===== src/rtl/tensor_core_engine.sv =====
// DIM x DIM signed tensor core: matmul, matmul-accumulate, add and ReLU,
// writing LANES saturated elements of the registered result matrix per cycle.

module tensor_core_lane #(
  parameter int DATA_WIDTH = 8,
  parameter int DIM        = 3,
  parameter int ACC_WIDTH  = 18,
  parameter int IDX_W      = 5,
  parameter int RC_W       = 2
) (
  input  logic [1:0]                              op,
  input  logic [DIM-1:0][DIM-1:0][DATA_WIDTH-1:0] a,
  input  logic [DIM-1:0][DIM-1:0][DATA_WIDTH-1:0] b,
  input  logic [DIM-1:0][DIM-1:0][DATA_WIDTH-1:0] c_old,
  input  logic [IDX_W-1:0]                        elem,
  output logic                                    active,
  output logic [RC_W-1:0]                         row,
  output logic [RC_W-1:0]                         col,
  output logic [DATA_WIDTH-1:0]                   result
);
  localparam int W  = DATA_WIDTH;
  localparam int PW = 2*DATA_WIDTH;
  localparam int SW = ACC_WIDTH + 1;
  localparam logic [IDX_W-1:0] NELEM = IDX_W'(DIM*DIM);
  localparam logic [IDX_W-1:0] DIMI  = IDX_W'(DIM);
  localparam logic signed [SW-1:0] SMAX = {{(SW-W+1){1'b0}}, {(W-1){1'b1}}};
  localparam logic signed [SW-1:0] SMIN = {{(SW-W+1){1'b1}}, {(W-1){1'b0}}};

  logic signed [PW-1:0]        ae, be;
  logic signed [ACC_WIDTH-1:0] dot;
  logic signed [W:0]           sum_add;
  logic signed [SW-1:0]        pre;
  logic [W-1:0]                a_e, b_e, c_e;

  always_comb begin
    active = elem < NELEM;
    row    = '0;
    col    = '0;
    // Inactive tail lanes park on element 0 so no index goes out of range.
    if (active) begin
      row = RC_W'(elem / DIMI);
      col = RC_W'(elem % DIMI);
    end
    a_e = a[row][col];
    b_e = b[row][col];
    c_e = c_old[row][col];
    ae  = '0;
    be  = '0;
    dot = '0;
    for (int k = 0; k < DIM; k++) begin
      ae  = PW'($signed(a[row][RC_W'(k)]));
      be  = PW'($signed(b[RC_W'(k)][col]));
      dot = dot + ACC_WIDTH'(ae * be);
    end
    sum_add = (W+1)'($signed(a_e)) + (W+1)'($signed(b_e));
    case (op)
      2'b00:   pre = SW'(dot);
      2'b11:   pre = SW'($signed(c_e)) + SW'(dot);
      2'b01:   pre = SW'(sum_add);
      default: pre = a_e[W-1] ? '0 : SW'($signed(a_e));
    endcase
    if (pre > SMAX)      result = SMAX[W-1:0];
    else if (pre < SMIN) result = SMIN[W-1:0];
    else                 result = pre[W-1:0];
  end
endmodule

module tensor_core_engine #(
  parameter int DATA_WIDTH = 8,
  parameter int DIM        = 3,
  parameter int LANES      = 1,
  parameter int ACC_WIDTH  = 2*DATA_WIDTH + $clog2(DIM)
) (
  input  logic                                    tensor_core_clock,
  input  logic                                    tensor_core_reset_n,
  input  logic                                    tensor_core_register_file_write_enable,
  input  logic                                    should_start_tensor_core,
  input  logic [1:0]                              operation_select,
  input  logic [DIM-1:0][DIM-1:0][DATA_WIDTH-1:0] tensor_core_input1,
  input  logic [DIM-1:0][DIM-1:0][DATA_WIDTH-1:0] tensor_core_input2,
  output logic [DIM-1:0][DIM-1:0][DATA_WIDTH-1:0] tensor_core_output,
  output logic                                    tensor_core_busy,
  output logic                                    tensor_core_done
);
  localparam int NELEM = DIM*DIM;
  localparam int IDX_W = $clog2(NELEM + LANES) + 1;
  localparam int RC_W  = $clog2(DIM);
  // Batch whose base index reaches this value holds the final element.
  localparam logic [IDX_W-1:0] LAST_BASE = IDX_W'(NELEM - LANES);

  typedef enum logic [1:0] {IDLE, RUN, DONE} state_t;
  state_t state, state_d;

  logic [1:0]                              op_q;
  logic [DIM-1:0][DIM-1:0][DATA_WIDTH-1:0] a_q, b_q;
  logic [IDX_W-1:0]                        idx;
  logic                                    accept, step, last;
  logic [LANES-1:0]                        l_act;
  logic [LANES-1:0][RC_W-1:0]              l_row, l_col;
  logic [LANES-1:0][DATA_WIDTH-1:0]        l_res;

  assign last   = idx >= LAST_BASE;
  assign accept = (state != RUN) && should_start_tensor_core &&
                  !tensor_core_register_file_write_enable;
  assign step   = (state == RUN) && !tensor_core_register_file_write_enable;

  always_comb begin
    state_d = state;
    case (state)
      IDLE, DONE: state_d = should_start_tensor_core ? RUN : IDLE;
      RUN:        if (last) state_d = DONE;
      default:    state_d = IDLE;
    endcase
    if (tensor_core_register_file_write_enable) state_d = IDLE;
  end

  for (genvar l = 0; l < LANES; l++) begin : g_lane
    tensor_core_lane #(
      .DATA_WIDTH(DATA_WIDTH), .DIM(DIM), .ACC_WIDTH(ACC_WIDTH),
      .IDX_W(IDX_W), .RC_W(RC_W)
    ) u_lane (
      .op     (op_q),
      .a      (a_q),
      .b      (b_q),
      .c_old  (tensor_core_output),
      .elem   (idx + IDX_W'(l)),
      .active (l_act[l]),
      .row    (l_row[l]),
      .col    (l_col[l]),
      .result (l_res[l])
    );
  end

  always_ff @(posedge tensor_core_clock) begin
    if (!tensor_core_reset_n) begin
      state              <= IDLE;
      op_q               <= 2'b00;
      idx                <= '0;
      a_q                <= '0;
      b_q                <= '0;
      tensor_core_output <= '0;
    end else begin
      state <= state_d;
      if (accept) begin
        a_q  <= tensor_core_input1;
        b_q  <= tensor_core_input2;
        op_q <= operation_select;
        idx  <= '0;
      end else if (step) begin
        idx <= idx + IDX_W'(LANES);
        for (int l = 0; l < LANES; l++)
          if (l_act[l]) tensor_core_output[l_row[l]][l_col[l]] <= l_res[l];
      end
    end
  end

  assign tensor_core_busy = (state == RUN);
  assign tensor_core_done = (state == DONE);
endmodule


===== config.mk =====
export PLATFORM = sky130hd
export DESIGN_NAME = tensor_core_engine
export DESIGN_NICKNAME = d
export VERILOG_FILES = /design/src/rtl/tensor_core_engine.sv
export SDC_FILE = /design/constraint.sdc
export NUM_CORES = 1
export LEC_CHECK = 0
export CELL_PAD_IN_SITES_DETAIL_PLACEMENT = 0
export CELL_PAD_IN_SITES_GLOBAL_PLACEMENT = 1
export CORE_UTILIZATION = 47
export CTS_CLUSTER_SIZE = 8
export DETAILED_ROUTE_END_ITERATION = 10
export DONT_BUFFER_PORTS = 1
export PLACE_DENSITY_LB_ADDON = 0.1
export SETUP_SLACK_MARGIN = 0.5
export SLEW_MARGIN = 10
export SYNTH_ARGS = -nofsm -noshare
export SYNTH_HDL_FRONTEND = slang
export SYNTH_SLANG_ARGS = --single-unit

===== constraint.sdc =====
create_clock -name tensor_core_clock -period 8.75 [get_ports tensor_core_clock]
set_input_delay 0.875 -clock tensor_core_clock [delete_from_list [all_inputs] [get_ports tensor_core_clock]]
set_output_delay 0.875 -clock tensor_core_clock [all_outputs]
set_load 0.005 [all_outputs]

Yosys cells after proc, flatten, opt, wreduce, memory -nomap -nowiden --
Index checks and enable logic that the tools add are counted.
Operators by class: add/subtract/negate cells 2, divide/modulo/power cells 2, $lt $le $gt $ge 8, equality and inequality tests 6, mux-type cells 22, bitwise logic cells 2, reductions and logical operators 13
Operators with widths (number):
- binary-select mux 24 bit (select 2 bit) | 2
- bitwise mux 72 bit | 1
- two-way mux 24 bit | 3
- demux 24 bit (select 2 bit) | 1
- two-way mux 8 bit | 5
- one-hot mux 19 bit (2 select lines) | 1
- binary-select mux 8 bit (select 2 bit) | 2
- > comparator 19 x 8 -> 1 bit (second input constant) | 1
- less-than comparator 19 x 8 -> 1 bit (second input constant) | 1
- demux 8 bit (select 2 bit) | 1
- adder 8 x 8 -> 9 bit | 1
- OR reduction 2 bit | 4
- two-way mux 7 bit | 1
- less-than comparator 2 x 3 -> 1 bit (second input constant) | 2
- two-way mux 2 bit | 3
- adder 5 x 1 -> 5 bit (second input constant) | 1
- divider 5 x 2 -> 5 bit (second input constant) | 1
- greater-or-equal comparator 5 x 4 -> 1 bit (second input constant) | 1
- logical AND 1 bit | 5
- less-than comparator 5 x 4 -> 1 bit (second input constant) | 1
- modulo 5 x 2 -> 5 bit (second input constant) | 1
- equality test 2 x 1 -> 1 bit (second input constant) | 2
- equality test 2 bit (second input constant) | 2
- greater-or-equal comparator 2 x 1 -> 1 bit (second input constant) | 2
- 7 further kinds | 10
Word-level totals: bits in registers 225, input port bits 150, output and inout port bits 74, word-level logic and storage cells 85

Depth between registers and ports, before layout --
Gate-level depths: netlist (run 1).
depth in word-level cells 12, gate-level depth with buffers 28

By module --
Synthesis (run 1) repeated with hierarchy kept, for this count alone.
Second synthesis, totals: cell total of the unflattened synthesis 1308, area total of the unflattened synthesis 11157.0 um2
Modules (own cells, without submodules):
- tensor_core_engine | times used 1, cells an instance 959, area each 8868.5 um2, seq. area each 4504.3 um2
- tensor_core_lane | times used 1, cells an instance 349, area each 2288.4 um2, seq. area each 0.0 um2

Worst setup path after synthesis (run 1) --
OpenSTA, ideal clock, no wires.
path kind register -> register, start point register idx[0], end point register tensor_core_output[35] (netlist name), library setup time 0.086 ns, arrival 6.065 ns, data required time 8.664 ns, path slack 2.599 ns, stages on the path, launching flop included 27, buffers on the path 3, cell sequence dfxtp_1 buf_2 inv_1 ha_1 nor4bb_1 a311oi_2 nand2_1 ha_1 a211o_1 nand3_1 mux2i_1 clkbuf_1 clkbuf_1 a221oi_1 nor3_1 a21oi_1 o22ai_1 ha_1 a21o_1 a21oi_1 o21bai_1 a2111oi_0 nor2_1 o31ai_1 o21a_1 a31oi_4 a211oi_1
On the way: longest elaborated chain between the ends 12, elaborated cells on any way between the ends 32, those cells by class add/sub: 1; div: 2; order compare: 7; mux: 19; reduce/logical: 3
Ends and longest elaborated chain:
- from (decl) | RTL line 96 | logic [IDX_W-1:0] idx;
- from (signal assigned) | RTL line 150 | idx <= idx + IDX_W'(LANES);
- divider 5 x 2 -> 5 bit / less-than comparator 5 x 4 -> 1 bit (equally long branches) | RTL line 41, 36
- two-way mux 2 bit | RTL line 40 | if (active) begin
- binary-select mux 24 bit (select 2 bit) (on tied branches) | RTL line 44, 45
- two-way mux 24 bit (on tied branches) | RTL line 44, 45
- binary-select mux 8 bit (select 2 bit) (on tied branches) | RTL line 44, 45
- two-way mux 8 bit (on tied branches) | RTL line 44, 45
- adder 8 x 8 -> 9 bit / two-way mux 7 bit (equally long branches) | RTL line 55, 60
- one-hot mux 19 bit (2 select lines) | RTL line 56 | case (op)
- less-than comparator 19 x 8 -> 1 bit | RTL line 63 | else if (pre < SMIN) result = SMIN[W-1:0];
- two-way mux 8 bit | RTL line 63
- two-way mux 8 bit | RTL line 62 | if (pre > SMAX) result = SMAX[W-1:0];
- bitwise mux 72 bit | RTL line 152 | if (l_act[l]) tensor_core_output[l_row[l]][l_col[l]] <= l_res[l];
- to (signal, indexed assignment) | RTL line 152
- to (decl) | RTL line 81 | output logic [DIM-1:0][DIM-1:0][DATA_WIDTH-1:0] tensor_core_output,
Parallel ways exist; a longest one is shown, timed or not. The select of a mux whose other input is x is not followed. A chain may end at the register's enable or synchronous reset.

Worst setup path after layout (run 1) --
start point register idx[1], end point register tensor_core_output[67] (netlist name)
Same word-level chain as after synthesis.

==> metrics, run 1 <==
status finished clean; core box area 21350 µm²; clock latency on the worst-skew pair 490 ps; DP Wirelength 20220 µm; Mean Syn Cell Area 8.427 µm²; clock-pin transition on the worst setup and hold timing paths 50 ps; clock power share 0.478; commonest register cell after synthesis dfxtp_1; grt ovf 0; TritonCTS buffer count 34; drt drc 0; cts hold-fix bufs 0; TNS Setup 0 ps; Sw Share 0.2273; vias per inst 5.716; Distinct cells, synth 74; Synth Cell Area 10360 µm²; DIE AREA 22650 µm²; CP Data Required Time 9150 ps; post_cts resized 0; vias in the first global route 8046; CTS root buffer clkbuf_16; antenna viol nets, final 0; internal power contribution 0.001818 W; Layout Nets 1355; height of the die 150.5 µm; PwrDens 207.3 nW/µm²; Synth-to-Final Area Change 9.488%; DR pass1 iterations 5; Max Clock Skew 12.12 ps; DR vias 8391; share of cells above drive strength 1 0.07628; Max clock buf depth 3; Worst EP arrival 7710 ps; WL final 29000 µm; Area after DPL 10450 µm²; worst-path fanout max 25; Initial Util 0.4854; final setup vio count 0; GP Congestion 0.8630; Slew Limit Fails 0; Combinational Power Share 0.063; WHS 459.6 ps; synthesized flop and latch total 225; Die Span X 150.5 µm; FP Rows 53; DR iter-0 viols 549; Peak Freq 0.1367 GHz; Net Sw Power 0.0005348 W; Seq/Total Area, Yosys 0.4346; Peak supply drop 0.1178 mV; register share of total power 0.459; final hold vios 0; Setup crit end kind flop; Least-Margin Pin Slew 985.2 ps; filler cell count in the final layout 2066; gr usage total 0.2565; worst min path class reg -> reg; IO Port Bufs 0; total number of yosys warnings 0; CTS tree built; # diodes 0; initial antenna violation count 0; most common cell after layout, fill and taps aside nand2_1; WS Path Type reg -> reg; final instance area 11350 µm²; leakage power 4.019 nW; WL/cell 19.75 µm; htree depth 2; largest net degree at the start of global routing 195; worst reg-to-reg setup slack 1440 ps; max_cap viols 0; slew margin rel. 0.3432; crit share post-route 0.8359; # IOs 224; Cells after Synth 1230; Final min period 7314 ps; fin cells 1468; placed insts 1430; first-pass GRT wire length 44880 µm; Post-synth EDFFs 0; commonest cells after routing, fill and taps aside nand2_1, dfxtp_1, a21boi_0, nor2_1; Post CTS Setup Buffer Count 0; Async SR Flop Fraction 0; # clock sinks 225; Startpoint Class flop; syn nets 1394; fin util 0.5315; unrepaired setup endpoints after global routing false
==> metrics by stage <==
step	setup WS [ps]	total power [W]
after floorplan	2599	0.001214
after global placement	1733	0.001246
after detailed placement	1568	0.001247
after CTS	1482	0.002375
after global routing	728.4	0.002440
final	1436	0.002353
==> cells in the mapped netlist (all sizes together) (2+ instances only) <==
| library cell | n | share of area |
|---|---|---|
| a21o | 2 | 0.0014 |
| o21bai | 2 | 0.0014 |
| xnor2 | 9 | 0.0076 |
| nand2b | 6 | 0.0036 |
| a21boi | 146 | 0.11 |
| dfxtp | 225 | 0.43 |
| a21oi | 36 | 0.018 |
| o21ai | 32 | 0.015 |
| a22o | 10 | 0.0084 |
| o211ai | 3 | 0.0022 |
| or2 | 2 | 0.0012 |
| a211o | 2 | 0.0017 |
| nor4bb | 3 | 0.0029 |
| o2111ai | 2 | 0.0023 |
| buf | 21 | 0.011 |
| o211a | 3 | 0.0029 |
| nand4 | 4 | 0.0024 |
| inv | 12 | 0.0043 |
| o32ai | 5 | 0.0071 |
| nor2 | 47 | 0.018 |
| ha | 13 | 0.016 |
| and2 | 5 | 0.0030 |
| and4 | 3 | 0.0025 |
| nor3 | 15 | 0.0092 |
| o31ai | 6 | 0.0048 |
| mux2 | 10 | 0.011 |
| a31oi | 9 | 0.017 |
| a211oi | 24 | 0.017 |
| o22ai | 29 | 0.018 |
| clkbuf | 68 | 0.025 |
| and3 | 2 | 0.0012 |
| a22oi | 12 | 0.0087 |
| a221o | 3 | 0.0029 |
| nor2b | 14 | 0.0084 |
| nor3b | 4 | 0.0029 |
| nand2 | 358 | 0.13 |
| nor4 | 2 | 0.0012 |
| a221oi | 24 | 0.021 |
| mux2i | 18 | 0.017 |
| o21a | 8 | 0.0058 |
| nand3b | 3 | 0.0022 |
| xor2 | 2 | 0.0017 |
| nand3 | 10 | 0.0048 |
==> power groups by stage <==
stage / clock [W] / sequential (W) / combinational, W
after global placement: 0 / 0.00110 / 0.000146
after global routing: 0.00119 / 0.00108 / 0.000165
final: 0.00112 / 0.00108 / 0.000147
after floorplan: 0 / 0.00109 / 0.000123
after detailed placement: 0 / 0.00110 / 0.000147
after CTS: 0.00115 / 0.00108 / 0.000148
==> cell families after synthesis <==
group	Yosys count	synth area share
AO/OA/AOI/OAI	369	0.2739
XOR/XNOR	11	0.009296
adder cells (fa/ha/maj)	14	0.01762
buffers and inverters	101	0.04020
flip-flops	225	0.4346
multiplexers	28	0.02825
AND/OR/NAND/NOR	482	0.1962
==> worst paths after layout <==
check	start	to	depth (start not counted)
hold / removal	a_q[18]	a_q[18]	2
setup / recovery	idx[1]	tensor_core_output[67]	22
setup reg to reg	idx[1]	tensor_core_output[67]	22
hold reg to reg	a_q[18]	a_q[18]	2
==> per-layer routing <==
layer,vias up,track usage,wire length (µm)
met5,-,0,0
met4,0,0.07626,602
met3,46,0.06091,2180
met2,243,0.3756,12160
met1,3889,0.3695,14060
li1,4213,-,-
==> cell type report <==
| cell class | count | area [µm²] | area share |
|---|---|---|---|
| Clock buffer | 36 | 879.6 | 0.07751 |
| Clock inverter | 2 | 17.52 | 0.001544 |
| Inverter | 12 | 45.04 | 0.003969 |
| Multi-Input combinational cell | 904 | 5453 | 0.4805 |
| Sequential cell | 225 | 4504 | 0.3969 |
| Tap cell | 275 | 344.1 | 0.03032 |
| Timing Repair Buffer | 14 | 105.1 | 0.009261 |
==> registers in the layout, summed over array words and instances (netlist names) <==
register and flops:
a_q 72, b_q 72, state 2, tensor_core_output 72, idx 5, op_q 2
==> worst max-delay path: stages, from the launching register on <==
cell	delay, ps
dfxtp_1	710
ha_1	320
nor4bb_1	350
a311oi_2	130
nand2_1	130
ha_1	190
nor2_1	50
o21ai_1	150
and3_1	410
o21a_1	840
a22o_1	240
a221oi_1	110
o32ai_2	510
ha_1	320
a21o_1	160
a21oi_1	220
o21bai_1	120
a2111oi_0	640
nor2_1	140
o31ai_1	790
o21a_1	290
a31oi_4	90
a211oi_1	260
(Power assumes the default switching activity.)
==> run 2, diff against run 1 <==
--- a/config.mk
+++ b/config.mk
@@ -5,9 +5,10 @@
 export SDC_FILE = /design/constraint.sdc
 export NUM_CORES = 1
 export LEC_CHECK = 0
+export ABC_AREA = 1
 export CELL_PAD_IN_SITES_DETAIL_PLACEMENT = 0
 export CELL_PAD_IN_SITES_GLOBAL_PLACEMENT = 1
-export CORE_UTILIZATION = 47
+export CORE_UTILIZATION = 41
 export CTS_CLUSTER_SIZE = 8
 export DETAILED_ROUTE_END_ITERATION = 10
 export DONT_BUFFER_PORTS = 1
==> constraint.sdc (replaced) <==
create_clock -name tensor_core_clock -period 6.2 [get_ports tensor_core_clock]
set_input_delay 0.62 -clock tensor_core_clock [delete_from_list [all_inputs] [get_ports tensor_core_clock]]
set_output_delay 0.62 -clock tensor_core_clock [all_outputs]
set_load 0.005 [all_outputs]
==> run 2 against run 1 <==
Effect of this change:
- maximum frequency rose by 42%
- global-route usage fell by 3.6 points
- core utilization fell by 7.0 points
- critical path depth rose by 9
- hold slack got worse by 260 ps
- register-to-register slack got worse by 390 ps
- cell count rose by 12%
- sequential share of layout area rose by 0.32 points
- critical endpoint is now tensor_core_output[65]
- largest cell class unchanged
==> metrics, run 2 <==
grt ovf 0; cts hold-fix bufs 0; CP Data Required Time 6550 ps; Die Span X 159.9 µm; first-pass GRT wire length 44940 µm; Peak Freq 0.1942 GHz; Area after DPL 10250 µm²; Initial Util 0.4193; synthesized flop and latch total 225; CP max stage delay 420 ps; max_cap viols 0; CP max-delay cell dfxtp_1; Sw Share 0.2551; # clock sinks 225; largest net degree at the start of global routing 210; drt drc 0; TritonCTS buffer count 34; share of cells above drive strength 1 0.1168; Yosys top cell area share 0.4404; final setup vio count 0; DIE AREA 25580 µm²; WL/cell 17.28 µm; Distinct cells, synth 47; pre-CTS WS 491.7 ps; Max Clock Skew 11.99 ps; worst-path fanout max 32; Multi-input gate area 5007 µm²; vias in the first global route 8068; slew margin rel. 0.2792; DR iter-0 viols 653; DP Wirelength 20050 µm; CTS tree built; PwrDens 311.0 nW/µm²; synth top area cells dfxtp_1, o21ai_0, nor2_1; largest area contributor in the netlist dfxtp_1; syn nets 1520; Net Sw Power 0.0008934 W; final instance area 11260 µm²; # IOs 224; status finished clean; Top Registers a_q: 72 flops, b_q: 72 flops, tensor_core_output: 72 flops; WS Path Type reg -> reg; total number of yosys warnings 0; Cells after Synth 1356; final hold vios 0; initial antenna violation count 0; Setup crit end kind flop; DR pass1 iterations 5; Post-synth EDFFs 0; GP Congestion 0.9060; Mean Syn Cell Area 7.542 µm²; crit share post-route 0.8307; Combinational Power Share 0.102; register share of total power 0.445; commonest cells after routing, fill and taps aside nor2_1, dfxtp_1, o21ai_0, nand2_1, a21oi_1; Slew Limit Fails 0; filler cell count in the final layout 2609; htree depth 2; count leader, synth nor2_1; worst min path class in -> reg; Synth Cell Area 10230 µm²; internal power contribution 0.002609 W; IO Port Bufs 0; height of the die 159.9 µm; FP Rows 57; Final min period 5150 ps; clock latency on the worst-skew pair 500 ps; Max clock buf depth 3; placed insts 1596; fin cells 1642; most used cell, CP nand2_1; CTS root buffer clkbuf_16; final setup margin 1050 ps; DR vias 8610; FF/Latch Area 4506 µm²; # diodes 0; gr usage total 0.2201; Synth top cells by count nor2_1, dfxtp_1, o21ai_0; vias per inst 5.244; Layout Nets 1478; Least-Margin Pin Slew 1077 ps; Seq/Total Area, Yosys 0.4404; Worst EP arrival 5500 ps; antenna viol nets, final 0; Synth-to-Final Area Change 10.11%; fin util 0.4617; Startpoint Class flop; WL final 28370 µm; commonest register cell after synthesis dfxtp_1; most common cell after layout, fill and taps aside nor2_1; unrepaired setup endpoints after global routing false; Async SR Flop Fraction 0; leakage power 4.385 nW; Peak supply drop 0.1806 mV; clock-pin transition on the worst setup and hold timing paths 50 ps; TNS Setup 0 ps; core box area 24390 µm²; clock power share 0.454
-- run 2: worst max-delay path, delay by kind of cell (launching register included) --
| family | cells | cell delay [ps] |
|---|---|---|
| adders and majority gates | 2 | 610 |
| and+or+nand+nor | 16 | 1850 |
| AOI/OAI and AO/OA | 7 | 960 |
| DFF | 1 | 420 |
| buffers and inverters | 6 | 1120 |
-- run 2: what timing repair did --
item | in CTS | in global routing
pin swaps | 0 | 1
endpoints found under the setup margin | 9 | 63
gates resized for setup | 1 | 10
cloned | 0 | 0
setup buffers | 0 | 6
-- run 2: worst paths after layout --
check                                          from                endpoint  slack (ps)  cells after the start
max                                          idx[4]  tensor_core_output[65]        1050                     31
min          tensor_core_register_file_write_enable                state[0]         200                      1
max reg2reg                                  idx[4]  tensor_core_output[65]        1050                     31
min reg2reg                                 a_q[56]                 a_q[56]         450                      2
-- run 2: area by class of cell --
| type | instances | area share |
|---|---|---|
| clock buffers | 36 | 0.07622 |
| clock inverters | 4 | 0.003667 |
| inverters | 84 | 0.02889 |
| multi-input cells | 955 | 0.4447 |
| flip-flops and latches | 225 | 0.4001 |
| well taps | 324 | 0.03600 |
| repair buffers | 14 | 0.01044 |
-- run 2: metrics by stage --
step           power, W  hold WS, ps
6_report       0.003502        202.4
5_1_grt        0.003662        177.1
4_1_cts        0.003546        180.8
2_1_floorplan  0.001846        424.5
3_3_place_gp   0.001936        437.0
3_5_place_dp   0.001938        440.4
-- run 2: power groups by stage --
| stage | clock network (W) | registers, W | logic (W) |
|---|---|---|---|
| final | 0.00159 | 0.00156 | 0.000356 |
| after floorplan | 0 | 0.00157 | 0.000275 |
| after CTS | 0.00164 | 0.00156 | 0.000354 |
| after global routing | 0.00170 | 0.00156 | 0.000402 |
| after global placement | 0 | 0.00158 | 0.000351 |
| after detailed placement | 0 | 0.00159 | 0.000352 |
-- run 2: cells by family after synthesis --
group                    synth area share
XOR/XNOR                        0.0008565
buffers and inverters             0.07560
flip-flops                         0.4404
adder cells (fa/ha/maj)           0.01786
AO/OA/AOI/OAI                      0.2161
AND/OR/NAND/NOR                    0.2492
-- run 2: metal layers --
layer,track usage,vias to the layer above,wire length [µm],part of all wire
li1,-,4432,-,-
met1,0.3115,3896,13800,0.49
met2,0.3403,245,12260,0.43
met3,0.04519,37,1824,0.064
met4,0.05411,0,491,0.017
met5,0,-,0,0
==> run 3, diff against run 2 <==
--- a/config.mk
+++ b/config.mk
@@ -5,10 +5,10 @@
 export SDC_FILE = /design/constraint.sdc
 export NUM_CORES = 1
 export LEC_CHECK = 0
-export ABC_AREA = 1
+export ABC_AREA = 0
 export CELL_PAD_IN_SITES_DETAIL_PLACEMENT = 0
 export CELL_PAD_IN_SITES_GLOBAL_PLACEMENT = 1
-export CORE_UTILIZATION = 41
+export CORE_UTILIZATION = 42
 export CTS_CLUSTER_SIZE = 8
 export DETAILED_ROUTE_END_ITERATION = 10
 export DONT_BUFFER_PORTS = 1
==> constraint.sdc (replaced) <==
create_clock -name tensor_core_clock -period 4.4 [get_ports tensor_core_clock]
set_input_delay 0.44 -clock tensor_core_clock [delete_from_list [all_inputs] [get_ports tensor_core_clock]]
set_output_delay 0.44 -clock tensor_core_clock [all_outputs]
set_load 0.005 [all_outputs]
==> run 3 against run 2 <==
Effect of this change:
- the flow now finishes with violations (setup timing)
- clock skew about the same
- critical endpoint is now tensor_core_output[5]
- hold slack worse by 110 ps
- wire length up 14%
- sequential power up 38%
- combinational power up 21%
- setup slack worse by 1900 ps
- sequential share of layout area down 6.7 points
- global-route usage up 2.5 points
- core utilization up 9.7 points
- clock power up 42%
- die area down 1.1%
==> metrics, run 3 (same netlist as run 1, synthesis figures left out) <==
DR pass1 iterations 5; FP Rows 57; Startpoint Class flop; worst-path fanout max 7; vias in the first global route 8678; Setup crit end kind flop; TritonCTS buffer count 34; WS Path Type reg -> reg; crit share post-route 1.203; WHS 97.02 ps; DIE AREA 25310 µm²; clock latency on the worst-skew pair 490 ps; final setup margin -895.2 ps; unrepaired setup endpoints after global routing true; leakage power 5.013 nW; Max Clock Skew 11.59 ps; GP Congestion 0.8285; Slew Limit Fails 0; CTS root buffer clkbuf_16; failing checks setup timing; Initial Util 0.4275; Worst EP arrival 5630 ps; worst min path class in -> reg; gr usage total 0.2446; Top Registers a_q: 72 flops, b_q: 72 flops, tensor_core_output: 72 flops; fin cells 1670; initial antenna violation count 0; TNS Setup -55380 ps; WL final 32290 µm; CTS tree built; fin util 0.5584; DR vias 9077; WL/cell 19.33 µm; # clock sinks 225; Final min period 5295 ps; share of cells above drive strength 1 0.2541; final setup vio count 72; first-pass GRT wire length 49050 µm; # IOs 224; commonest cells after routing, fill and taps aside nand2_1, dfxtp_1, a21boi_0, buf_4, nor2_1; height of the die 159.1 µm; htree depth 2; Synth-to-Final Area Change 30.64%; DP Wirelength 22210 µm; core box area 24250 µm²; drt drc 0; clock-pin transition on the worst setup and hold timing paths 50 ps; Least-Margin Pin Slew 1107 ps; largest net degree at the start of global routing 195; status finished, violations left; IO Port Bufs 0; CP Data Required Time 4730 ps; Die Span X 159.1 µm; final hold vios 0; vias per inst 5.435; Peak Freq 0.1889 GHz; Layout Nets 1508; Peak supply drop 0.3439 mV; PwrDens 356.5 nW/µm²; Max clock buf depth 3; antenna viol nets, final 0; most common cell after layout, fill and taps aside nand2_1; max_cap viols 0; # diodes 0; pre-CTS WS -1118 ps; grt ovf 0; slew margin rel. 0.2591; placed insts 1599; filler cell count in the final layout 2279; DR iter-0 viols 508
## run 3: cell type report
type,instances,area [µm²],share of cell area
Multi-Input combinational cell,906,6152,0.4544
Timing Repair Buffer,165,1524,0.1125
Sequential cell,225,4512,0.3332
Clock inverter,2,17.52,0.001294
Tap cell,324,405.4,0.02994
Clock buffer,36,879.6,0.06496
Inverter,12,50.05,0.003696
## run 3: path summary, 6_finish.rpt
kind | depth (start not counted) | from | slack (ps) | end
max reg2reg | 26 | idx[0] | -900 | tensor_core_output[5]
min reg2reg | 2 | a_q[30] | 460 | a_q[30]
max | 26 | idx[0] | -900 | tensor_core_output[5]
min | 1 | tensor_core_reset_n | 100 | tensor_core_output[7]
## run 3: critical path: stages, from the launching register on
cell       delay [ps]
dfxtp_4           360
inv_6              40
ha_4              150
nor4bb_4          160
a311oi_2          250
nand2_1           100
ha_2              200
a211o_1           300
buf_6             130
and3_4            200
o21a_4            260
a22o_1            220
a221oi_2          310
o32ai_2           150
buf_4             160
buf_6             110
fa_2              350
a21o_1            190
a21oi_2           140
o21bai_1          100
a21oi_2           190
o21a_1            180
o31ai_4           110
o21a_1            220
a31oi_4           260
clkbuf_16         220
o22ai_2            70
## run 3: layer usage
layer  up-vias  global-route usage  wire [µm]
met5         -                   0          0
met4         0             0.06818        625
met3        45             0.05184       1883
met2       247              0.3832      14330
met1      4259              0.3391      15450
li1       4526                   -          -
## run 3: timing repair
item                       4_1_cts  5_1_grt
setup buffers                   16       11
pin swaps                       21       23
gates resized for setup         42       65
setup endpoints to repair       72       72
cloned                           3        3
hold buffers                     0        0
## run 3: through the flow
stage | power [W] | instance area [µm²]
final | 0.004828 | 13540
after global routing | 0.005015 | 13540
after CTS | 0.004863 | 13070
after detailed placement | 0.002538 | 11710
after global placement | 0.002535 | 11710
after floorplan | 0.002429 | 10670
## run 3: power by group
group	total (W)	internal, W	switching (W)
Combinational	0.000430	0.000200	0.000229
Sequential	0.00215	0.00211	0.0000418
Clock	0.00225	0.00140	0.000852
Total	0.00483	0.00370	0.00112
